==> src/rtl/muldiv_ctrl_seq.sv <==
// Hardwired fetch/decode/execute sequencer driving datapath strobes for MUL and DIV.
// Define MULDIV_DIV_ZERO_TRAP_EN to trap a DIV whose divisor is zero.
module muldiv_ctrl_seq #(
  parameter logic [4:0]  OP_MUL      = 5'b01111,
  parameter logic [4:0]  OP_DIV      = 5'b10000,
  parameter int unsigned DIV_LATENCY = 4
) (
  input  logic        clk,
  input  logic        clr,
  input  logic        run,
  input  logic [31:0] IR,
  input  logic        mem_ready,
  input  logic        div_zero,
  output logic        PCout,
  output logic        Zlowout,
  output logic        Zhighout,
  output logic        MDRout,
  output logic        MARin,
  output logic        PCin,
  output logic        MDRin,
  output logic        IRin,
  output logic        Yin,
  output logic        Zin,
  output logic        LOin,
  output logic        HIin,
  output logic        IncPC,
  output logic        Read,
  output logic        MUL,
  output logic        DIV,
  output logic        Rout,
  output logic [3:0]  Rsel,
  output logic        busy,
  output logic        done,
  output logic        illegal,
  output logic        div_err
);

  typedef enum logic [3:0] {
    StIdle, StT0, StT1, StT2, StT3, StT4, StT5, StT6, StIllegal
`ifdef MULDIV_DIV_ZERO_TRAP_EN
    , StTrap
`endif
  } state_e;

  localparam logic [3:0] DivLast = 4'(DIV_LATENCY - 1);

  state_e     state_q, state_d;
  logic       t1_wait_q, t1_wait_d;
  logic       is_div_q, is_div_d;
  logic [3:0] div_cnt_q, div_cnt_d;

  logic [4:0] opcode;
  logic       op_mul, op_div;
  assign opcode = IR[31:27];
  assign op_mul = (opcode == OP_MUL);
  assign op_div = (opcode == OP_DIV);

  logic unused_sig;
  assign unused_sig = ^{IR[26:23], IR[14:0], div_zero};

  always_ff @(posedge clk or posedge clr) begin
    if (clr) begin
      state_q   <= StIdle;
      t1_wait_q <= 1'b0;
      is_div_q  <= 1'b0;
      div_cnt_q <= '0;
    end else begin
      state_q   <= state_d;
      t1_wait_q <= t1_wait_d;
      is_div_q  <= is_div_d;
      div_cnt_q <= div_cnt_d;
    end
  end

  always_comb begin
    state_d   = state_q;
    is_div_d  = is_div_q;
    div_cnt_d = '0;
    // Marks every T1 cycle after the first so PCin fires only once per fetch.
    t1_wait_d = (state_q == StT1);
    unique case (state_q)
      StIdle: if (run) state_d = StT0;
      StT0:   state_d = StT1;
      StT1:   if (mem_ready) state_d = StT2;
      StT2:   state_d = StT3;
      StT3: begin
        if (op_mul || op_div) begin
          state_d  = StT4;
          is_div_d = op_div;
        end else begin
          state_d = StIllegal;
        end
      end
      StT4: begin
        if (!is_div_q) begin
          state_d = StT5;
`ifdef MULDIV_DIV_ZERO_TRAP_EN
        end else if (div_cnt_q == '0 && div_zero) begin
          state_d = StTrap;
`endif
        end else if (div_cnt_q == DivLast) begin
          state_d = StT5;
        end else begin
          div_cnt_d = div_cnt_q + 4'd1;
        end
      end
      StT5:      state_d = StT6;
      StT6:      state_d = run ? StT0 : StIdle;
      StIllegal: state_d = StIllegal;
`ifdef MULDIV_DIV_ZERO_TRAP_EN
      StTrap:    state_d = run ? StT0 : StIdle;
`endif
      default:   state_d = StIdle;
    endcase
  end

  always_comb begin
    {PCout, Zlowout, Zhighout, MDRout}             = '0;
    {MARin, PCin, MDRin, IRin, Yin, Zin, LOin, HIin} = '0;
    {IncPC, Read, MUL, DIV, Rout}                  = '0;
    Rsel    = '0;
    done    = 1'b0;
    div_err = 1'b0;
    busy    = (state_q != StIdle) && (state_q != StIllegal);
    illegal = (state_q == StIllegal);
    unique case (state_q)
      StT0: {PCout, MARin, IncPC, Zin} = '1;
      StT1: begin
        {Zlowout, Read, MDRin} = '1;
        PCin = !t1_wait_q;
      end
      StT2: {MDRout, IRin} = '1;
      StT3: begin
        if (op_mul || op_div) begin
          Rout = 1'b1;
          Yin  = 1'b1;
          Rsel = IR[22:19];
        end
      end
      StT4: begin
        Rout = 1'b1;
        Rsel = IR[18:15];
        if (is_div_q) begin
          DIV = 1'b1;
          Zin = (div_cnt_q == DivLast);
`ifdef MULDIV_DIV_ZERO_TRAP_EN
          // A trapped divide must never load Z, even with a one-cycle divider.
          if (div_cnt_q == '0 && div_zero) Zin = 1'b0;
`endif
        end else begin
          MUL = 1'b1;
          Zin = 1'b1;
        end
      end
      StT5: {Zlowout, LOin} = '1;
      StT6: {Zhighout, HIin, done} = '1;
`ifdef MULDIV_DIV_ZERO_TRAP_EN
      StTrap: {div_err, done} = '1;
`endif
      default: ;
    endcase
  end

endmodule

==> config.mk <==
export PLATFORM = sky130hd
export DESIGN_NAME = muldiv_ctrl_seq
export DESIGN_NICKNAME = d
export VERILOG_FILES = /design/src/rtl/muldiv_ctrl_seq.sv
export SDC_FILE = /design/constraint.sdc
export NUM_CORES = 1
export LEC_CHECK = 0
export ABC_AREA = 1
export ABC_CLOCK_PERIOD_IN_PS = 1750
export CAP_MARGIN = 20
export CORE_MARGIN = 2
export CORE_UTILIZATION = 33
export DETAILED_ROUTE_END_ITERATION = 8
export HOLD_SLACK_MARGIN = 0.05
export PLACE_DENSITY = 0.95
export SLEW_MARGIN = 25
export SYNTH_ARGS = -nofsm -noshare
export SYNTH_HDL_FRONTEND = slang
export SYNTH_SLANG_ARGS = --single-unit
==> constraint.sdc <==
create_clock -name clk -period 1.75 [get_ports clk]
set_input_delay 0.35 -clock clk [delete_from_list [all_inputs] [get_ports clk]]
set_output_delay 0.35 -clock clk [all_outputs]
set_load 0.05 [all_outputs]
Word level (Yosys, flattened, before mapping)
Index checks and enable logic that the tools add are counted.

Output and inout bits: 25. Word-level logic and storage cells: 56. Flip-flop bits (word level): 10.

Add/sub/neg operators: 1. Reduce and logical (&&, ||, !) cells: 8. Equal/unequal tests: 15. Mux-type cells: 28.

Operators with widths (number): 2-to-1 mux 4 bit (9); one-hot mux 4 bit (9 select lines) (1); equality test 4 x 3 -> 1 bit (second input constant) (4); 2-to-1 mux 1 bit (15); equality test 4 x 2 -> 1 bit (second input constant) (3); one-hot mux 4 bit (2 select lines) (1); equality test 5 x 4 -> 1 bit (second input constant) (1); equality test 5 bit (second input constant) (1); adder 4 x 1 -> 4 bit (second input constant) (1); equality test 4 x 1 -> 1 bit (second input constant) (1); equality test 4 bit (second input constant) (1); zero test 4 bit (1); != test 2 bit (second input constant) (2); != test 4 bit (second input constant) (1); one-hot mux 1 bit (2 select lines) (2); nonzero test 4 bit (1); != test 3 bit (second input constant) (1); AND reduction 3 bit (1); AND reduction 2 bit (1); OR reduction 2 bit (1); logical AND 1 bit (1); zero test 1 bit (1); logical OR 1 bit (1).

Depth between registers and ports, before layout
Depth in word-level cells: 4. Mapped depth: 8.

Least setup slack after synthesis
No wires, ideal clock.

Path kind: reg2out. Start: reg state_q[2]. End: out Zin. Arrival time: 1997 ps. Slack: -597 ps. Stages on the path, launching flop included: 6. Data required time: 1400 ps. Cells stage by stage: dfrtp_1 nor2_1 inv_2 nor2_1 nor2_1 o21ai_1.

Longest elaborated chain between the ends: 2.

RTL lines: start, declared (line 47) `state_e state_q, state_d;`; start signal, assigned (line 63) `state_q <= StIdle;`; start signal, assigned (line 68) `state_q <= state_d;`; equality test 4 x 3 -> 1 bit / equality test 4 x 1 -> 1 bit (equally long branches) (line 126) `unique case (state_q)`; one-hot mux 1 bit (2 select lines) (*) (line 126); end, declared (line 23) `output logic Zin,`.

Every way passes the cells marked *; elsewhere a longest branch is shown, timed or not.

Worst setup path in the final report
Start: reg state_q[3]. End: out Rsel[2].

Longest elaborated chain between the ends: 2.

RTL lines: equality test 4 x 3 -> 1 bit (line 126); one-hot mux 4 bit (2 select lines) (*) (line 126); end, declared (line 31) `output logic [3:0] Rsel,`.

Marks and branches as above.

==> results.py <==
metrics = {
    "detailed_routing": {
        "postRouteAntennaNets": 0,
        "route.vias.total": 895,
        "avgViaCountPerCell": 4.786,
        "dr_wl_cell_um": 15.11,
        "post-route-drc-count": 0,
        "first_iter_violations": 19,
        "drt-pass1-iter-count": 4,
        "wirelength_um": 2825,
    },
    "setup_path": {
        "worst_path_dominant_cell_family": "simple AND/OR/NAND/NOR gates",
        "r2r_setup_slack_ns": -0.01,
        "crit_buf_inv": 3,
        "rr_worst_depth": 10,
        "setup.worst_path.end_class": "primary output",
        "crit_arrival_ns": 1.53,
        "criticalPathCategory": "reg -> out",
        "worstPathMaxFanout": 6,
        "timing.critical_path.required_ns": 1.40,
        "critical-path-max-stage-delay_ns": 0.40,
        "timing.rr.end": "state_q[1]",
        "reg2reg_from": "state_q[0]",
        "crit_chain": "inv_2 -> nand2_4 -> nor3_4 -> nand2_4 -> clkinv_4 -> nand2_2 -> nand2_2 -> buf_12",
        "timing.critical_path.from_type": "flip-flop",
        "critical-path-slowest-cell": "sky130_fd_sc_hd__dfrtp_1",
    },
    "layout": {
        "fill_cells": 119,
        "final_design_area_no_fill_um2": 1605,
        "post_route_utilization_pct": 81.82,
        "finalNetCount": 200,
        "drive_above_1_share_pct": 50.63,
        "non_filler_instance_count_after_layout": 187,
        "areaGrowthSynthToFinish_pct": 131.6,
        "antenna_cells_inserted": 0,
    },
    "timing": {
        "hold_viol_final": 0,
        "setup_viol": 15,
        "report.final.slew_viol_count": 0,
        "final.period_utilization_pct": 107.3,
        "timing.fmax_mhz": 532.4,
        "tns_ns": -1.095,
        "rsz0062_at_grt": "yes",
        "hold-worst-slack_ns": 0.3404,
        "fin_crit_ns": 1.878,
        "timing.clock.skew_ns": 0.006855,
        "postLayoutSetupSlackWorst_ns": -0.1285,
    },
    "logic_synthesis": {
        "synth_enable_flop_cells": 0,
        "synth_top_flop_cell": "sky130_fd_sc_hd__dfrtp_1",
        "synthTopCellsByArea": "sky130_fd_sc_hd__dfrtp_1, sky130_fd_sc_hd__nand2_1, sky130_fd_sc_hd__nor2_1",
        "synthesis.instances": 105,
        "synth_seq_cells": 10,
        "yosys.area.top_type_share_pct": 36.10,
        "yosysUniqueCellTypes": 20,
        "synth.largest_area_cell": "sky130_fd_sc_hd__dfrtp_1",
        "synth_sequential_area_ratio_pct": 36.10,
        "synth_area_per_cell_um2": 6.602,
        "async_flop_share_pct": 100.0,
        "yosys_warnings": 0,
        "synth_nets": 143,
        "post_synth_instance_area_um2": 693.2,
        "ys_top_cells_by_count": "sky130_fd_sc_hd__nand2_1, sky130_fd_sc_hd__nor2_1, sky130_fd_sc_hd__dfrtp_1",
        "synth_most_common_cell": "sky130_fd_sc_hd__nand2_1",
    },
    "grt": {
        "pin_count_of_the_biggest_net_entering_global_routing": 11,
        "first_global_vias": 880,
        "globalRouteOverflowTotal": 0,
        "grt_first_pass_wirelength_um": 3995,
        "grt.total_usage_pct": 21.60,
        "grt_antenna_before_repair": 0,
    },
    "flow_run": {
        "timing.max_cap.violations": 0,
    },
    "floorplanning": {
        "pin_count": 62,
        "design.core.area_um2": 1962,
        "fp.dieArea_um2": 2483,
        "chipHeight_um": 49.83,
        "die_w_um": 49.83,
        "rows": 16,
        "initial_utilization_pct": 35.33,
    },
    "clocking": {
        "cts.sink_count": 10,
        "cts_tree": "built",
        "skew_pair_late_insertion_delay_ns": 0.28,
        "cts_htree_levels": 1,
        "num_cts_buffers": 3,
        "clock_tree.root_cell": "sky130_fd_sc_hd__clkbuf_4",
        "cts.path.max_buffers": 2,
        "cts.reportedPaths.clkPinSlew_ns": 0.07,
    },
    "placed_design": {
        "place_ws_ns": -0.2198,
        "place.gp.congestion": 0.7798,
        "dpl-instance-area_um2": 1414,
        "port_buffers": 40,
        "dp_cell_count": 174,
        "place.detailed.hpwl_um": 1730,
    },
    "power": {
        "leakage_nw": 0.7642,
        "peakVddDrop_mv": 1.334,
        "p_per_area_nw_per_um2": 1605,
        "power.total_mw": 2.576,
    },
    "outcome": {
        "outcome": "complete, but fails checks",
        "failed_checks": "negative setup slack",
    },
    "worst_hold_path": {
        "hold_path.class": "in -> async",
    },
}
cell usage in the layout (no fill, tap or decap), types with 2 or more instances in the layout:
| cell type | count |
|---|---|
| sky130_fd_sc_hd__dfrtp_1 | 8 |
| sky130_fd_sc_hd__nand2_1 | 23 |
| sky130_fd_sc_hd__buf_12 | 24 |
| sky130_fd_sc_hd__buf_6 | 2 |
| sky130_fd_sc_hd__dlygate4sd2_1 | 4 |
| sky130_fd_sc_hd__nand3_1 | 3 |
| sky130_fd_sc_hd__clkdlybuf4s50_1 | 12 |
| sky130_fd_sc_hd__nor2_1 | 16 |
| sky130_fd_sc_hd__clkbuf_4 | 3 |
| sky130_fd_sc_hd__nand2_4 | 4 |
| sky130_fd_sc_hd__inv_1 | 7 |
| sky130_fd_sc_hd__nor2_4 | 7 |
| sky130_fd_sc_hd__dfrtp_2 | 2 |
| sky130_fd_sc_hd__inv_2 | 3 |
| sky130_fd_sc_hd__nor2_2 | 2 |
| sky130_fd_sc_hd__buf_4 | 17 |
| sky130_fd_sc_hd__nand2_2 | 10 |
kinds of logic (layout without fill, tap and decap cells):
family                     Yosys count  count (layout)  share of synthesized area, %
buffers and inverters               19              74                         14.08
AOI/OAI and AO/OA                    4               4                         3.429
xor gates and xnor gates             2               2                         2.528
other                                1               1                        0.5410
adders and majority gates            1               1                         1.805
and+or+nand+nor                     68              68                         41.52
DFF                                 10              10                         36.10
how the worst max path moves through the flow:
stage / from / end / slack [ns] / depth (start not counted)
after floorplan: state_q[1] / Zin / -0.20 / 7
after detailed placement: IR[30] / Rsel[3] / -0.22 / 10
after global routing: state_q[2] / Zin / -0.19 / 6
final: state_q[3] / Rsel[2] / -0.13 / 8
after CTS: state_q[3] / Rsel[3] / -0.09 / 8
after global placement: IR[29] / Rsel[2] / -0.16 / 10
flip-flops by register name (all words and copies together), names as in the netlist:
| name | cells |
|---|---|
| t1_wait_q | 1 |
| div_cnt_q | 4 |
| is_div_q | 1 |
| state_q | 4 |
layout make-up:
class	count	area [um2]	share of cell area, %
repair buffers	59	785.8	48.95
clock buffers	3	22.52	1.403
well taps	27	33.78	2.104
flip-flops and latches	10	252.7	15.74
multi-input cells	76	457.9	28.53
inverters	12	52.55	3.274
timing repair:
action,in CTS,in global routing
hold buffers,0,0
pin swaps,11,2
setup endpoints to repair,14,22
cloned,0,0
setup buffers,4,6
resized for setup,23,11
power by group:
part,total [mW],switching (mW),internal (mW)
Combinational,2.05,1.16,0.885
Sequential,0.362,0.0754,0.287
Clock,0.167,0.0874,0.0799
metal layers:
| metal | up-vias | track usage, % | routed length, um |
|---|---|---|---|
| met5 | - | 0 | 0 |
| met4 | 0 | 12.50 | 110 |
| met3 | 9 | 3.333 | 130 |
| met2 | 40 | 39.78 | 1540 |
| met1 | 426 | 22.99 | 1043 |
| li1 | 420 | - | - |
Power figures use the tool's default switching activity.
